`config.mk`:
```
export PLATFORM = sky130hd
export DESIGN_NAME = match_timestamp_capture
export DESIGN_NICKNAME = d
export VERILOG_FILES = /design/src/rtl/match_timestamp_capture.sv
export SDC_FILE = /design/constraint.sdc
export NUM_CORES = 1
export LEC_CHECK = 0
export BUFFER_PORTS_ARGS = -buffer_cell sky130_fd_sc_hd__buf_4
export CORE_UTILIZATION = 60
export CTS_BUF_LIST = sky130_fd_sc_hd__clkbuf_4 sky130_fd_sc_hd__clkbuf_8
export DETAILED_ROUTE_END_ITERATION = 16
export PLACE_DENSITY_LB_ADDON = 0.12
export REMOVE_ABC_BUFFERS = 1
export SLEW_MARGIN = 20
export SYNTH_ARGS = -nofsm -noshare
export SYNTH_HDL_FRONTEND = slang
export SYNTH_SLANG_ARGS = --single-unit
```
`constraint.sdc`:
```
create_clock -name clk -period 2.53 [get_ports clk]
set_clock_uncertainty 0.05 [all_clocks]
set_input_delay 0 -clock clk [delete_from_list [all_inputs] [get_ports clk]]
set_output_delay 0 -clock clk [all_outputs]
set_load 0.03 [all_outputs]
```
`src/rtl/match_timestamp_capture.sv`:
```
// -----------------------------------------------------------------------------
// match_timestamp_capture
//
// Free-running nibble-cascade up-counter. The block captures the counter value
// on every match strobe and queues it in a small first-word-fall-through FIFO.
// A consumer drains the FIFO through a valid/ready handshake.
//
// Ports:
//   clk       in   rising-edge clock
//   rst_n     in   synchronous reset, active low (has priority over clear)
//   en        in   count enable; the counter advances on cycles where en=1
//   match     in   match strobe; captures the pre-edge count
//   clear     in   synchronous soft clear; same effect as reset
//   count     out  current counter value
//   ts_data   out  head-of-FIFO timestamp (zero while the FIFO is empty)
//   ts_valid  out  FIFO non-empty
//   ts_ready  in   consumer accepts the head entry
//   level     out  FIFO occupancy, 0..DEPTH
//   overflow  out  sticky; set when a capture is dropped because the FIFO is full
// -----------------------------------------------------------------------------
module match_timestamp_capture #(
    parameter int CNT_W  = 16,
    parameter int DEPTH  = 4,
    parameter int ADDR_W = 2
) (
    input  logic              clk,
    input  logic              rst_n,
    input  logic              en,
    input  logic              match,
    input  logic              clear,
    output logic [CNT_W-1:0]  count,
    output logic [CNT_W-1:0]  ts_data,
    output logic              ts_valid,
    input  logic              ts_ready,
    output logic [ADDR_W:0]   level,
    output logic              overflow
);

    localparam int NIBS = CNT_W / 4;
    localparam logic [ADDR_W:0] FULL_LVL = (ADDR_W + 1)'(DEPTH);
    localparam logic [ADDR_W:0] ONE_LVL  = (ADDR_W + 1)'(1);
    localparam logic [ADDR_W-1:0] ONE_PTR = (ADDR_W)'(1);

    // ------------------------------------------------------------------
    // Counter: nibble k steps when en is high and every lower nibble is 0xF.
    // ------------------------------------------------------------------
    logic [CNT_W-1:0] count_q;
    logic [CNT_W-1:0] count_d;
    logic [NIBS-1:0]  carry;

    assign carry[0] = en;

    generate
        for (genvar gi = 1; gi < NIBS; gi++) begin : g_carry
            assign carry[gi] = carry[gi-1] & (count_q[(gi-1)*4 +: 4] == 4'hF);
        end
        for (genvar gi = 0; gi < NIBS; gi++) begin : g_nib
            assign count_d[gi*4 +: 4] = carry[gi] ? (count_q[gi*4 +: 4] + 4'd1)
                                                  : count_q[gi*4 +: 4];
        end
    endgenerate

    // ------------------------------------------------------------------
    // FIFO control
    // ------------------------------------------------------------------
    logic [CNT_W-1:0]  mem_q [DEPTH];
    logic [ADDR_W-1:0] wr_ptr_q, wr_ptr_d;
    logic [ADDR_W-1:0] rd_ptr_q, rd_ptr_d;
    logic [ADDR_W:0]   level_q, level_d;
    logic              valid_q, valid_d;
    logic              overflow_q, overflow_d;

    logic full;
    logic pop;
    logic push_req;
    logic push;
    logic drop;

    assign full     = (level_q == FULL_LVL);
    assign pop      = valid_q & ts_ready & ~clear;
    assign push_req = match & ~clear;
    // A simultaneous pop frees the slot being written, so pushing into a full
    // FIFO is legal in that cycle (the write lands where the old head was).
    assign push     = push_req & (~full | pop);
    assign drop     = push_req & full & ~pop;

    always_comb begin
        wr_ptr_d   = wr_ptr_q;
        rd_ptr_d   = rd_ptr_q;
        level_d    = level_q;
        overflow_d = overflow_q | drop;
        if (push) begin
            wr_ptr_d = wr_ptr_q + ONE_PTR;
        end
        if (pop) begin
            rd_ptr_d = rd_ptr_q + ONE_PTR;
        end
        case ({push, pop})
            2'b10:   level_d = level_q + ONE_LVL;
            2'b01:   level_d = level_q - ONE_LVL;
            default: level_d = level_q;
        endcase
        valid_d = (level_d != '0);
    end

    always_ff @(posedge clk) begin
        if (!rst_n || clear) begin
            count_q    <= '0;
            wr_ptr_q   <= '0;
            rd_ptr_q   <= '0;
            level_q    <= '0;
            valid_q    <= 1'b0;
            overflow_q <= 1'b0;
        end else begin
            count_q    <= count_d;
            wr_ptr_q   <= wr_ptr_d;
            rd_ptr_q   <= rd_ptr_d;
            level_q    <= level_d;
            valid_q    <= valid_d;
            overflow_q <= overflow_d;
        end
    end

    // Storage array carries no reset; stale words are never exposed because
    // ts_data is forced to zero whenever the FIFO is empty.
    always_ff @(posedge clk) begin
        if (rst_n && push) begin
            mem_q[wr_ptr_q] <= count_q;
        end
    end

    assign count    = count_q;
    assign ts_valid = valid_q;
    assign level    = level_q;
    assign overflow = overflow_q;
    assign ts_data  = valid_q ? mem_q[rd_ptr_q] : '0;

endmodule

```
# ---- After elaboration in Yosys (flattened, before gate mapping)
# Memories as Yosys holds them, arrays and structs flattened. A register that Yosys moved wholly into a read port is not among the register bits.
# Cells that the tools add are included.
dict set report totals {
  memories 1
  output_inout_bits 37
  inputBits 6
  regBits 25
  ram_bits 64
}
# memory depth width read_ports rd_clocked_by_memory_dff write_ports line_no
set memory_table {}
lappend memory_table {mem_q 4 16 1 1 1 66} ;# logic [CNT_W-1:0] mem_q [DEPTH];
dict set report op_classes {
  muxes 6
  n_reduce_logical 4
  eq_ne 6
  addsub 8
  bitwise 14
}
# op count
set ops {}
lappend ops {{$add 4x1->4 const B} 4}
lappend ops {{$mux 16} 1}
lappend ops {{$eq 4x4->1 const B} 3}
lappend ops {{$and 1x1->1} 9}
lappend ops {{$pmux 3 s2} 1}
lappend ops {{$add 2x1->2 const B} 2}
lappend ops {{$mux 2} 2}
lappend ops {{$add 3x1->3 const B} 1}
lappend ops {{$eq 3x3->1 const B} 1}
lappend ops {{$not 1->1} 3}
lappend ops {{$reduce_bool 3->1} 1}
lappend ops {{$sub 3x1->3 const B} 1}
lappend ops {{$eq 2x1->1 const B} 1}
lappend ops {{$eq 2x2->1 const B} 1}
lappend ops {{$mux 1} 2}
lappend ops {{$or 1x1->1} 2}
lappend ops {{$logic_and 1x1->1} 1}
lappend ops {{$logic_not 1->1} 1}
lappend ops {{$logic_or 1x1->1} 1}

# ---- Longest topological paths before layout
# Gate-level depths: netlist of run 1.
dict set report logic_depth {
  word_depth 7
  ltp_mapped 8
  depth_no_buf 8
}

# ---- Worst setup path after synthesis of run 1
# No wires, ideal clock.
dict set report synth_timing {
  path_kind {register to register}
  from {reg valid_q (netlist: ts_valid)}
  to {reg valid_q (netlist: ts_valid)}
  arrival_time_ns 2.360
  required_ns 2.418
  slack_ns 0.058
  path_stages_with_launch 9
  setup_ns 0.062
  cell_sequence {dfxtp_1 -> nand3b_1 -> a21boi_2 -> inv_1 -> ha_1 -> fa_1 -> xnor2_1 -> or4_1 -> nand3_1}
}
dict set report synth_via {
  elab_chain_cells 7
}
# item line_no
set synth_lines {}
lappend synth_lines {{start, declared} 70} ;# logic valid_q, valid_d;
lappend synth_lines {{start signal, assigned} 119} ;# valid_q <= valid_d;
lappend synth_lines {{$and 1x1->1 (*) (2 in a row)} 80} ;# assign pop = valid_q & ts_ready & ~clear;
lappend synth_lines {{$or 1x1->1} 84} ;# assign push = push_req & (~full | pop);
lappend synth_lines {{$and 1x1->1} 84}
lappend synth_lines {{$eq 2x1->1 / $eq 2x2->1 (equally long branches)} 98} ;# case ({push, pop})
lappend synth_lines {{$pmux 3 s2 (*)} 98}
lappend synth_lines {{$reduce_bool 3->1 (*)} 103} ;# valid_d = (level_d != '0);
# Mark *: on every way between the ends. The rest lies on a longest branch, timed or not.
# A chain may end at the register's enable or synchronous reset.

# ---- Worst setup path after layout of run 1
dict set report layout_timing {
  from {in clear}
  to {reg valid_q (netlist: ts_valid)}
}
dict set report layout_via {
  elab_chain_cells 7
}
# item line_no
set layout_lines {}
lappend layout_lines {{start, declared} 30} ;# input logic clear,
lappend layout_lines {{$not 1->1} {80, 81}}
lappend layout_lines {{$and 1x1->1} 80}
lappend layout_lines {{$or 1x1->1} 84}
lappend layout_lines {{$and 1x1->1} 84}
lappend layout_lines {{$eq 2x1->1 / $eq 2x2->1 (equally long branches)} 98}
lappend layout_lines {{$pmux 3 s2} 98}
lappend layout_lines {{$reduce_bool 3->1} 103}
# Several ways; a longest one is shown, not always the timed one.

==> impl_results.md, run 1 <==
- DR vias/cell: roughly 5.7
- Layout Nets: approximately 300
- Global-route wire length before repair: about 10000 um
- Post-synth top area share: approximately 52%
- Slew headroom: between 30% and 40%
- Cell taking the most area after synthesis: edfxtp_1
- Clock transition at path regs: roughly 80 ps
- CP startpoint kind: primary input
- Syn avg cell area: 15.4 sq um
- Layout Utilization: approximately 73%
- Post-Synth Simple-Gate Area: roughly 11%
- Fillcell total: approximately 390
- Crit path DAT: 2450 ps
- Worst-path cell chain: dlygate4sd3_1 -> buf_4 -> nand3b_1 -> a21boi_2 -> inv_1 -> ha_1 -> fa_1 -> xnor2_1 -> or4_1 -> nand3_1
- Fin crit share: 87.6%
- Routability cong.: ~0.75
- Minimum clock period: about 2200 ps
- WHS Endpoint: overflow
- Largest net degree at the start of global routing: 22
- Fmax: ~450 MHz
- Hold Crit Class: primary input to register
- Number of setup buffers added after CTS: 0
- Synth Cell Area: 0.00372 sq mm
- Dominant synthesized flop cell: edfxtp_1
- Synth warn: 0
- Ys async rst share: 0%
- Power Dens Cells: 632 mW/mm^2
- DR iter-0 viols: approximately 120
- Num rows: 28
- Layout cell share with drive strength beyond 1: a little over a quarter
- CP max FO: 5
- Most numerous cell in the Yosys netlist: edfxtp_1
- Layout area overhead: 17.2%
- CP peak stage delay: between 500 and 600 ps
- Drt pass-1 iters: 4
- R2R Setup Slk: ~330 ps
- Worst reg2reg path startpoint: level[0]
- I/O Buffers: 42
- Die H: a little over 80 um
- Hold Path Cell Cnt: 4
- CP startpoint: clear
- # diodes: 0
- Clk sinks: slightly above 90
- I/O pins: between 40 and 50
- Total CTS buffers: 9
- Min-delay src: match
- Synth cell types: 40
- Clock buffer depth: 2
- Initial core utilization: 62.4%
- Antenna-violating nets left: 0
- Worst Setup End Kind: register
- Max-cap violation count: 0
- Area after DPL: roughly 0.0041 sq mm
- Largest family of logic cells by synthesized area: multiplexers
- Hold slack: approximately 30 ps
- Crit Path Category: primary input to register
- Vias: 2119
- Post-synthesis sequential area ratio: between 60% and 70%
- Cells on worst reg2reg path: 8
- Htree depth: 3
- Initial antenna violation count: 0
- Seq cells post-synth: 91
- GRT Total Usage: 21.7%
- Grt total ovfl: 0
- CTS resizes: 0
- # setup viols final: 0
- CTS tree: yes
- FF+latch area: between 0.002 and 0.0025 sq mm
- DRT Wirelength: between 6000 and 7000 um
- Area occupied by multi-input gates: approximately 0.0012 sq mm
- Root buffer cell: clkbuf_8
- DRC: 0
- Clk Latency, worst-skew pair: between 300 and 400 ps
- Vias in the first global route: approximately 2100
- Core Area: between 0.005 and 0.006 sq mm
- Drt wl/cell: around 17 um
- Status: finished clean
- Mux contribution to synthesized area: between 10% and 20%
- Die width: 80.7 um
- Final slew viol count: 0
- Unrepaired setup endpoints after global routing: false
- Dominant cells by area after synthesis: edfxtp_1 52%, dfxtp_1 15%, mux4_2 9.7%
- Post-synth top cells: 64 x edfxtp_1, 27 x dfxtp_1, 16 x and2_1, 16 x mux4_2, 12 x nor2_1
- Measured slew at the worst slew-check pin: between 900 and 1000 ps
- XOR/XNOR Fraction of Synth Area: 1.88%
- Setup TNS: 0 ps
- Number of synthesized flops with an enable pin: between 60 and 70
- Area share of fa/ha/maj cells after synthesis: 3.57%
- Post-Synthesis Cells: approximately 240
- Peak VDD IR: approximately 520 uV
- Crit path max-delay cell type: dlygate4sd3_1
- Reg2Reg Capture Point: ts_valid
- Final HPWL from detailed placement: 4050 um
- Compound-gate portion of the synthesized area: around 3.6%
- Leakage: around 0.0016 uW
- WP data required: approximately 2800 ps
- Final Hold Fails: 0
- Finished layout cell area: approximately 0.0044 sq mm
- Die ar.: roughly 0.0065 sq mm
==> stage by stage <==
step,power [uW],std cells,setup slack (ps)
detailed placement,1700,353,340
floorplan,1670,231,-46.7
global placement,1700,353,413
CTS,2770,371,320
finish,2750,371,313
global route,2830,371,191
==> cell usage in the layout, fill, tap and decap left out, types with 3 or more instances in the layout <==
| cell | netlist | routed |
|---|---|---|
| edfxtp_1 | 64 | 64 |
| buf_4 | 2 | 47 |
| dfxtp_1 | 27 | 27 |
| mux4_2 | 16 | 16 |
| and2_1 | 16 | 16 |
| nor2_1 | 12 | 12 |
| nand2_1 | 11 | 11 |
| clkbuf_8 | 0 | 11 |
| ha_1 | 9 | 9 |
| a21oi_1 | 8 | 8 |
| inv_1 | 7 | 7 |
| nand3_1 | 6 | 6 |
| mux2i_1 | 6 | 6 |
| xor2_1 | 5 | 5 |
| and3_1 | 4 | 4 |
| or4_1 | 4 | 4 |
| o21ai_0 | 4 | 4 |
| or3_1 | 4 | 4 |
| o31ai_1 | 3 | 3 |
| nand2b_1 | 3 | 3 |
| xnor2_1 | 3 | 3 |
==> layer usage <==
layer | GRT usage [%] | vias up | routed length [um]
li1 | - | 1008 | -
met1 | 28.0 | 1042 | 2770
met2 | 35.7 | 62 | 3200
met3 | 4.55 | 7 | 319
met4 | 9.64 | 0 | 57
met5 | 0 | - | 0
==> critical path: cells and delay by family <==
kind | cells | cell delay (ps)
simple gates | 3 | 760
buf+inv | 3 | 750
fa+ha+maj | 2 | 610
compound gates | 1 | 190
xor+xnor | 1 | 150
==> power breakdown <==
group          leakage (uW)  internal, uW  switching, uW
clock network      0.000116           620            462
registers          0.000861          1580           6.22
logic              0.000659          34.3           47.3
total               0.00164          2240            515
==> how the worst max path moves through the flow <==
stage / endpoint / slack, ps / cells after the start
final: ts_valid / 310 / 10
after global routing: ts_valid / 190 / 10
after CTS: ts_valid / 320 / 10
after detailed placement: ts_valid / 340 / 8
after global placement: ts_valid / 410 / 8
after floorplan: ts_valid / -50 / 8
==> layout make-up <==
type                    count  share of cell area [%]
well taps                  75                    2.15
multi-input cells         133                    26.9
flip-flops and latches     91                    56.5
repair buffers             49                    8.56
clock inverters             4                    1.67
inverters                   7                   0.603
clock buffers              12                    3.65
==> sequential cells by signal, indices dropped and copies added (netlist names), named ones only <==
register	cells
level	3
ts_valid	1
overflow	1
mem_q	64
count	16
rd_ptr_q	2
wr_ptr_q	2
==> repair_timing <==
item,in CTS,in global routing
hold buffers,2,0
endpoints found under the setup margin,0,0
endpoints found under the hold margin,4,0
==> kinds of logic after synthesis <==
| group | Yosys count |
|---|---|
| mux | 22 |
| xor+xnor | 8 |
| buf+inv | 18 |
| simple gates | 72 |
| flops | 91 |
| compound gates | 21 |
| fa+ha+maj | 10 |
Note: power is estimated with default switching activity, not from simulation.
==> run 2: changes to the inputs <==
--- a/config.mk
+++ b/config.mk
@@ -5,13 +5,14 @@
 export SDC_FILE = /design/constraint.sdc
 export NUM_CORES = 1
 export LEC_CHECK = 0
+export ABC_AREA = 1
 export BUFFER_PORTS_ARGS = -buffer_cell sky130_fd_sc_hd__buf_4
-export CORE_UTILIZATION = 60
+export CORE_UTILIZATION = 65
 export CTS_BUF_LIST = sky130_fd_sc_hd__clkbuf_4 sky130_fd_sc_hd__clkbuf_8
 export DETAILED_ROUTE_END_ITERATION = 16
 export PLACE_DENSITY_LB_ADDON = 0.12
 export REMOVE_ABC_BUFFERS = 1
-export SLEW_MARGIN = 20
+export SLEW_MARGIN = 0
 export SYNTH_ARGS = -nofsm -noshare
 export SYNTH_HDL_FRONTEND = slang
 export SYNTH_SLANG_ARGS = --single-unit
==> constraint.sdc (replaced) <==
create_clock -name clk -period 2.85 [get_ports clk]
set_clock_uncertainty 0.05 [all_clocks]
set_input_delay 0 -clock clk [delete_from_list [all_inputs] [get_ports clk]]
set_output_delay 0 -clock clk [all_outputs]
set_load 0.03 [all_outputs]
==> impl_results.md, run 2 <==
- Status: finished clean
- Antenna-violating nets left: 0
- Most frequent cells in the layout: 83 x nor2_1, 64 x edfxtp_1, 50 x buf_4
- DRC: 0
- Most used cell, CP: nand2_1
- Worst-path cell chain: nor3_1 -> nand2_1 -> nand2_1 -> ha_1 -> fa_1 -> or2_2 -> o21ai_0 -> a21oi_1 -> inv_1 -> nand2_1
- Root buffer cell: clkbuf_8
- Finished layout cell area: ~0.0044 sq mm
- Final Hold Fails: 0
- Unrepaired setup endpoints after global routing: false
- DRT Wirelength: about 7500 um
- CP peak stage delay: about 420 ps
- Power Dens Cells: ~540 mW/mm^2
- DR iter-0 viols: 157
- Ys async rst share: 0%
- Met2 global-route usage: between 40 and 50%
- Drt wl/cell: roughly 15 um
- Vias: roughly 2800
- CP startpoint kind: register
- CP max FO: 6
- Clk sinks: 91
- Fillcell total: about 350
- Final HPWL from detailed placement: 4510 um
- Crit path DAT: 2520 ps
- Synth warn: 0
- Htree depth: 3
- CTS tree: yes
- Total CTS buffers: 9
- Core Area: 0.00557 sq mm
- Hold slack: roughly 87 ps
- Fmax: ~430 MHz
- Most flops, register: mem_q
- WP buf/inv: 1
- Drt pass-1 iters: 5
- Die H: approximately 78 um
- Vias in the first global route: approximately 2600
- Layout area overhead: 16.9%
- Clk Latency, worst-skew pair: 360 ps
- Clock transition at path regs: roughly 80 ps
- Synth cell types: 24
- Commonest non-fill, non-tap cell in the layout: nor2_1
- WP data required: approximately 3100 ps
- Minimum clock period: roughly 2300 ps
- Slew headroom: 53.6%
- Die ar.: 0.00613 sq mm
- Dominant synthesized flop cell: edfxtp_1
- Hold Crit Class: primary input to register
- Layout cell share with drive strength beyond 1: approximately 17%
- GR Util met3: roughly 5%
- Max-cap violation count: 0
- Max reg flops: 64
- Post-Synthesis Cells: 368
- Syn avg cell area: about 10 sq um
- Crit path max-delay cell type: fa_1
- Grt total ovfl: 0
- Cell taking the most area after synthesis: edfxtp_1
- Initial core utilization: 67.9%
- Met1 Usage GRT: ~32%
- Post-synthesis sequential area ratio: between 60% and 70%
- Layout Nets: roughly 440
- CP top delay family: simple AND/OR/NAND/NOR gates
- Final slew viol count: 0
- # setup viols final: 0
- Setup TNS: 0 ps
- Number of synthesized flops with an enable pin: 64
- DR vias/cell: ~5.6
- Number of setup buffers added after CTS: 0
- Post-synth top area share: 50.8%
- Num rows: 27
- Seq cells post-synth: roughly 90
- Largest net degree at the start of global routing: 33
- Peak VDD IR: about 400 uV
- Fin crit share: 81.5%
- Gr busiest metal: met2
- CTS resizes: 0
- Dominant cells by area after synthesis: edfxtp_1 51%, dfxtp_1 14%, nor2_1 8.2%
- Global-route wire length before repair: about 12000 um
- I/O pins: 43
- Worst Setup End Kind: register
- Die width: 78.3 um
- Clock buffer depth: 2
- Measured slew at the worst slew-check pin: 695 ps
- # diodes: 0
- Synth Cell Area: ~0.0038 sq mm
- I/O Buffers: 42
- Leakage: 0.00179 uW
- Routability cong.: roughly 0.75
- GRT Total Usage: roughly a quarter
- Most numerous cell in the Yosys netlist: nor2_1
- Crit Path Category: register to register
- R2R Setup Slk: ~530 ps
- Initial antenna violation count: 0
- Post-synth top cells: 83 x nor2_1, 64 x edfxtp_1, 39 x nand2_1
- Area after DPL: 0.00420 sq mm
[run 2: per-layer routing]
| layer | wire length, um | vias up |
|---|---|---|
| met1 | 3170 | 1304 |
| met5 | 0 | - |
| met2 | 3740 | 93 |
| met3 | 394 | 18 |
| li1 | - | 1344 |
| met4 | 161 | 0 |
[run 2: layout make-up]
| class | count | area, sq um | area share [%] |
|---|---|---|---|
| Multi-Input combinational cell | 234 | 1150 | 26.0 |
| Sequential cell | 91 | 2460 | 55.7 |
| Inverter | 31 | 116 | 2.63 |
| Clock buffer | 12 | 146 | 3.31 |
| Timing Repair Buffer | 53 | 405 | 9.17 |
| Tap cell | 72 | 90.1 | 2.04 |
| Clock inverter | 4 | 51.3 | 1.16 |
[run 2: where the power goes]
part	leakage, uW	switching [uW]	internal [uW]
clock	0.000101	419	435
combinational	0.000834	84.9	44.8
sequential	0.000854	9.29	1410
total	0.00179	513	1890
[run 2: what timing repair did]
| action | CTS | global route |
|---|---|---|
| hold buffers | 3 | 0 |
| endpoints found under the setup margin | 0 | 0 |
| endpoints found under the hold margin | 7 | 0 |
[run 2: logic make-up (layout without fill, tap and decap cells)]
kind of cell,after synthesis,in the layout,synth area share (%)
flops,91,91,65.1
compound gates,72,72,9.56
simple gates,147,147,16.2
fa+ha+maj,10,10,3.51
xor+xnor,5,5,1.16
buf+inv,43,100,4.47
[run 2: path summary, 6_finish.rpt]
| path | depth (start not counted) | end | from |
|---|---|---|---|
| setup / recovery | 10 | ts_valid | level[0] |
| hold / removal | 5 | wr_ptr_q[1] | match |
| setup reg to reg | 10 | ts_valid | level[0] |
| hold reg to reg | 1 | rd_ptr_q[0] | rd_ptr_q[0] |
[run 2: worst reg2reg max path, cell delays in order (launching register included)]
cell	delay, ps
dfxtp_1	360
nor3_1	270
nand2_1	180
nand2_1	110
ha_1	210
fa_1	420
or2_2	280
o21ai_0	120
a21oi_1	100
inv_1	80
nand2_1	50
[run 2: per-stage QoR]
stage          utilization (%)  cells  power, uW  setup slack, ps
2_1_floorplan                -    356       1530              574
3_3_place_gp              75.3    478       1570              634
3_5_place_dp              75.3    478       1580              548
4_1_cts                   79.3    497       2410              522
5_1_grt                   79.3    497       2470              323
6_report                  79.3    497       2410              528
==> run 3: changes to the inputs <==
--- a/config.mk
+++ b/config.mk
@@ -7,7 +7,7 @@
 export LEC_CHECK = 0
 export ABC_AREA = 1
 export BUFFER_PORTS_ARGS = -buffer_cell sky130_fd_sc_hd__buf_4
-export CORE_UTILIZATION = 65
+export CORE_UTILIZATION = 60
 export CTS_BUF_LIST = sky130_fd_sc_hd__clkbuf_4 sky130_fd_sc_hd__clkbuf_8
 export DETAILED_ROUTE_END_ITERATION = 16
 export PLACE_DENSITY_LB_ADDON = 0.12
==> constraint.sdc (replaced) <==
create_clock -name clk -period 2.4 [get_ports clk]
set_clock_uncertainty 0.05 [all_clocks]
set_input_delay 0 -clock clk [delete_from_list [all_inputs] [get_ports clk]]
set_output_delay 0 -clock clk [all_outputs]
set_load 0.03 [all_outputs]
==> impl_results.md, run 3 (synthesized netlist as in run 2, its figures left out) <==
- Status: finished clean
- CP max FO: 6
- Power Dens Cells: 619 mW/mm^2
- Crit Path Category: register to register
- Peak VDD IR: 430 uV
- Layout Nets: approximately 440
- Commonest non-fill, non-tap cell in the layout: nor2_1
- Clk sinks: 91
- Initial antenna violation count: 0
- Setup TNS: 0 ps
- Most frequent cells in the layout: 83 x nor2_1, 64 x edfxtp_1, 56 x buf_4
- Combinational share of power: 5.7%
- Clk Latency, worst-skew pair: 350 ps
- Htree depth: 3
- Worst Setup End Kind: register
- DRT Wirelength: about 7400 um
- Clock power frac: 32.9%
- Drt pass-1 iters: 4
- Hold slack: slightly below 30 ps
- # diodes: 0
- Max-cap violation count: 0
- Area occupied by multi-input gates: ~0.0012 sq mm
- Layout cell share with drive strength beyond 1: a little under a fifth
- Final slew viol count: 0
- Antenna-violating nets left: 0
- Post-layout instance count excluding filler cells: just over 500
- DR iter-0 viols: between 200 and 250
- P_int: ~2100 uW
- GRT Total Usage: between 20% and 30%
- Fmax: between 400 and 500 MHz
- Hold Crit Class: primary input to register
- Placed cell count: a little under 500
- Die H: between 80 and 90 um
- Global-route wire length before repair: roughly 12000 um
- Die ar.: between 0.006 and 0.007 sq mm
- Slew headroom: a little under three fifths
- Clock transition at path regs: roughly 80 ps
- Die width: between 80 and 90 um
- DRC: 0
- Root buffer cell: clkbuf_8
- Sw Ratio: 22.8%
- Largest net degree at the start of global routing: 30
- Crit path DAT: around 2400 ps
- Area after DPL: 0.00424 sq mm
- Final HPWL from detailed placement: around 4700 um
- Num rows: 28
- Core Area: 0.00599 sq mm
- Leakage: 0.00181 uW
- WP data required: 2590 ps
- CP startpoint kind: register
- Fin crit share: between 90% and 100%
- Layout area overhead: 17.5%
- Part of the power in registers: between 60% and 70%
- FF+latch area: 0.00246 sq mm
- Max reg flops: 64
- Drt wl/cell: about 15 um
- I/O Buffers: 42
- Grt total ovfl: 0
- Routability cong.: roughly 0.8
- Finished layout cell area: about 0.0044 sq mm
- # setup viols final: 0
- Fillcell total: ~430
- Unrepaired setup endpoints after global routing: false
- Most flops, register: mem_q
- Initial core utilization: a little over three fifths
- Vias: ~2700
- DR vias/cell: ~5.3
- Clock buffer depth: 2
- Sw Pwr: about 630 uW
- Vias in the first global route: 2525
- Total CTS buffers: 9
- Minimum clock period: approximately 2200 ps
- I/O pins: 43
- Final Hold Fails: 0
- Measured slew at the worst slew-check pin: ~670 ps
- CTS tree: yes
[run 3: changes by cell type in the layout (fill, tap and decap cells not counted), sizes merged]
cell	change
buf	+6
bufinv	-1
clkbuf	-2
clkinv	+1
clkinvlp	+1
dlygate4sd3	-1
inv	+1
[run 3: area by class of cell]
type / count / area share (%)
clock buffer: 10 / 2.96
clock inverter: 6 / 0.957
inverter: 31 / 2.62
multi-input combinational: 234 / 26.0
sequential: 91 / 55.4
tap: 75 / 2.11
timing repair buffer: 58 / 9.91
[run 3: layer usage]
| layer | vias up | share of wire (%) | global-route usage, % |
|---|---|---|---|
| li1 | 1351 | - | - |
| met1 | 1272 | 45 | 31.0 |
| met2 | 62 | 49 | 39.6 |
| met3 | 9 | 4.7 | 5.62 |
| met4 | 0 | 1.2 | 8.57 |
| met5 | - | 0 | 0 |
[run 3: timing repair]
| action | CTS | global route |
|---|---|---|
| endpoints found under the setup margin | 0 | 1 |
| resized for setup | 0 | 1 |
| hold buffers | 2 | 0 |
| endpoints found under the hold margin | 5 | 0 |
| setup buffers | 0 | 1 |
[run 3: metrics by stage]
| step | utilization, % | setup WS [ps] | power, uW |
|---|---|---|---|
| 6_report | 74.2 | 217 | 2750 |
| 3_3_place_gp | 70.7 | 219 | 1870 |
| 3_5_place_dp | 70.7 | 174 | 1880 |
| 2_1_floorplan | - | 124 | 1810 |
| 5_1_grt | 74.2 | 37.3 | 2830 |
| 4_1_cts | 74.0 | 144 | 2760 |
[run 3: power by group through the flow]
stage                     Combinational [uW]  Clock, uW  Sequential (uW)
after floorplan                         82.5          0             1730
after global placement                   148          0             1720
after detailed placement                 153          0             1720
after CTS                                156        921             1690
after global routing                     170        972             1690
final                                    156        905             1690
[run 3: worst max-delay path, stage by stage (launching register included)]
cell	delay (ps)
dfxtp_1	370
nor3_2	210
nand2_1	160
nand2_1	90
ha_1	200
fa_1	410
or2_2	280
o21ai_0	110
a21oi_1	90
inv_1	60
nand2_1	40
[run 3: worst paths after layout]
path | from | to | slack [ps] | cells past startpoint
worst max-delay path | level[0] | ts_valid | 220 | 10
worst min register to register | rd_ptr_q[0] | rd_ptr_q[0] | 430 | 1
worst min-delay path | ts_ready | overflow | 30 | 4
worst max register to register | level[0] | ts_valid | 220 | 10
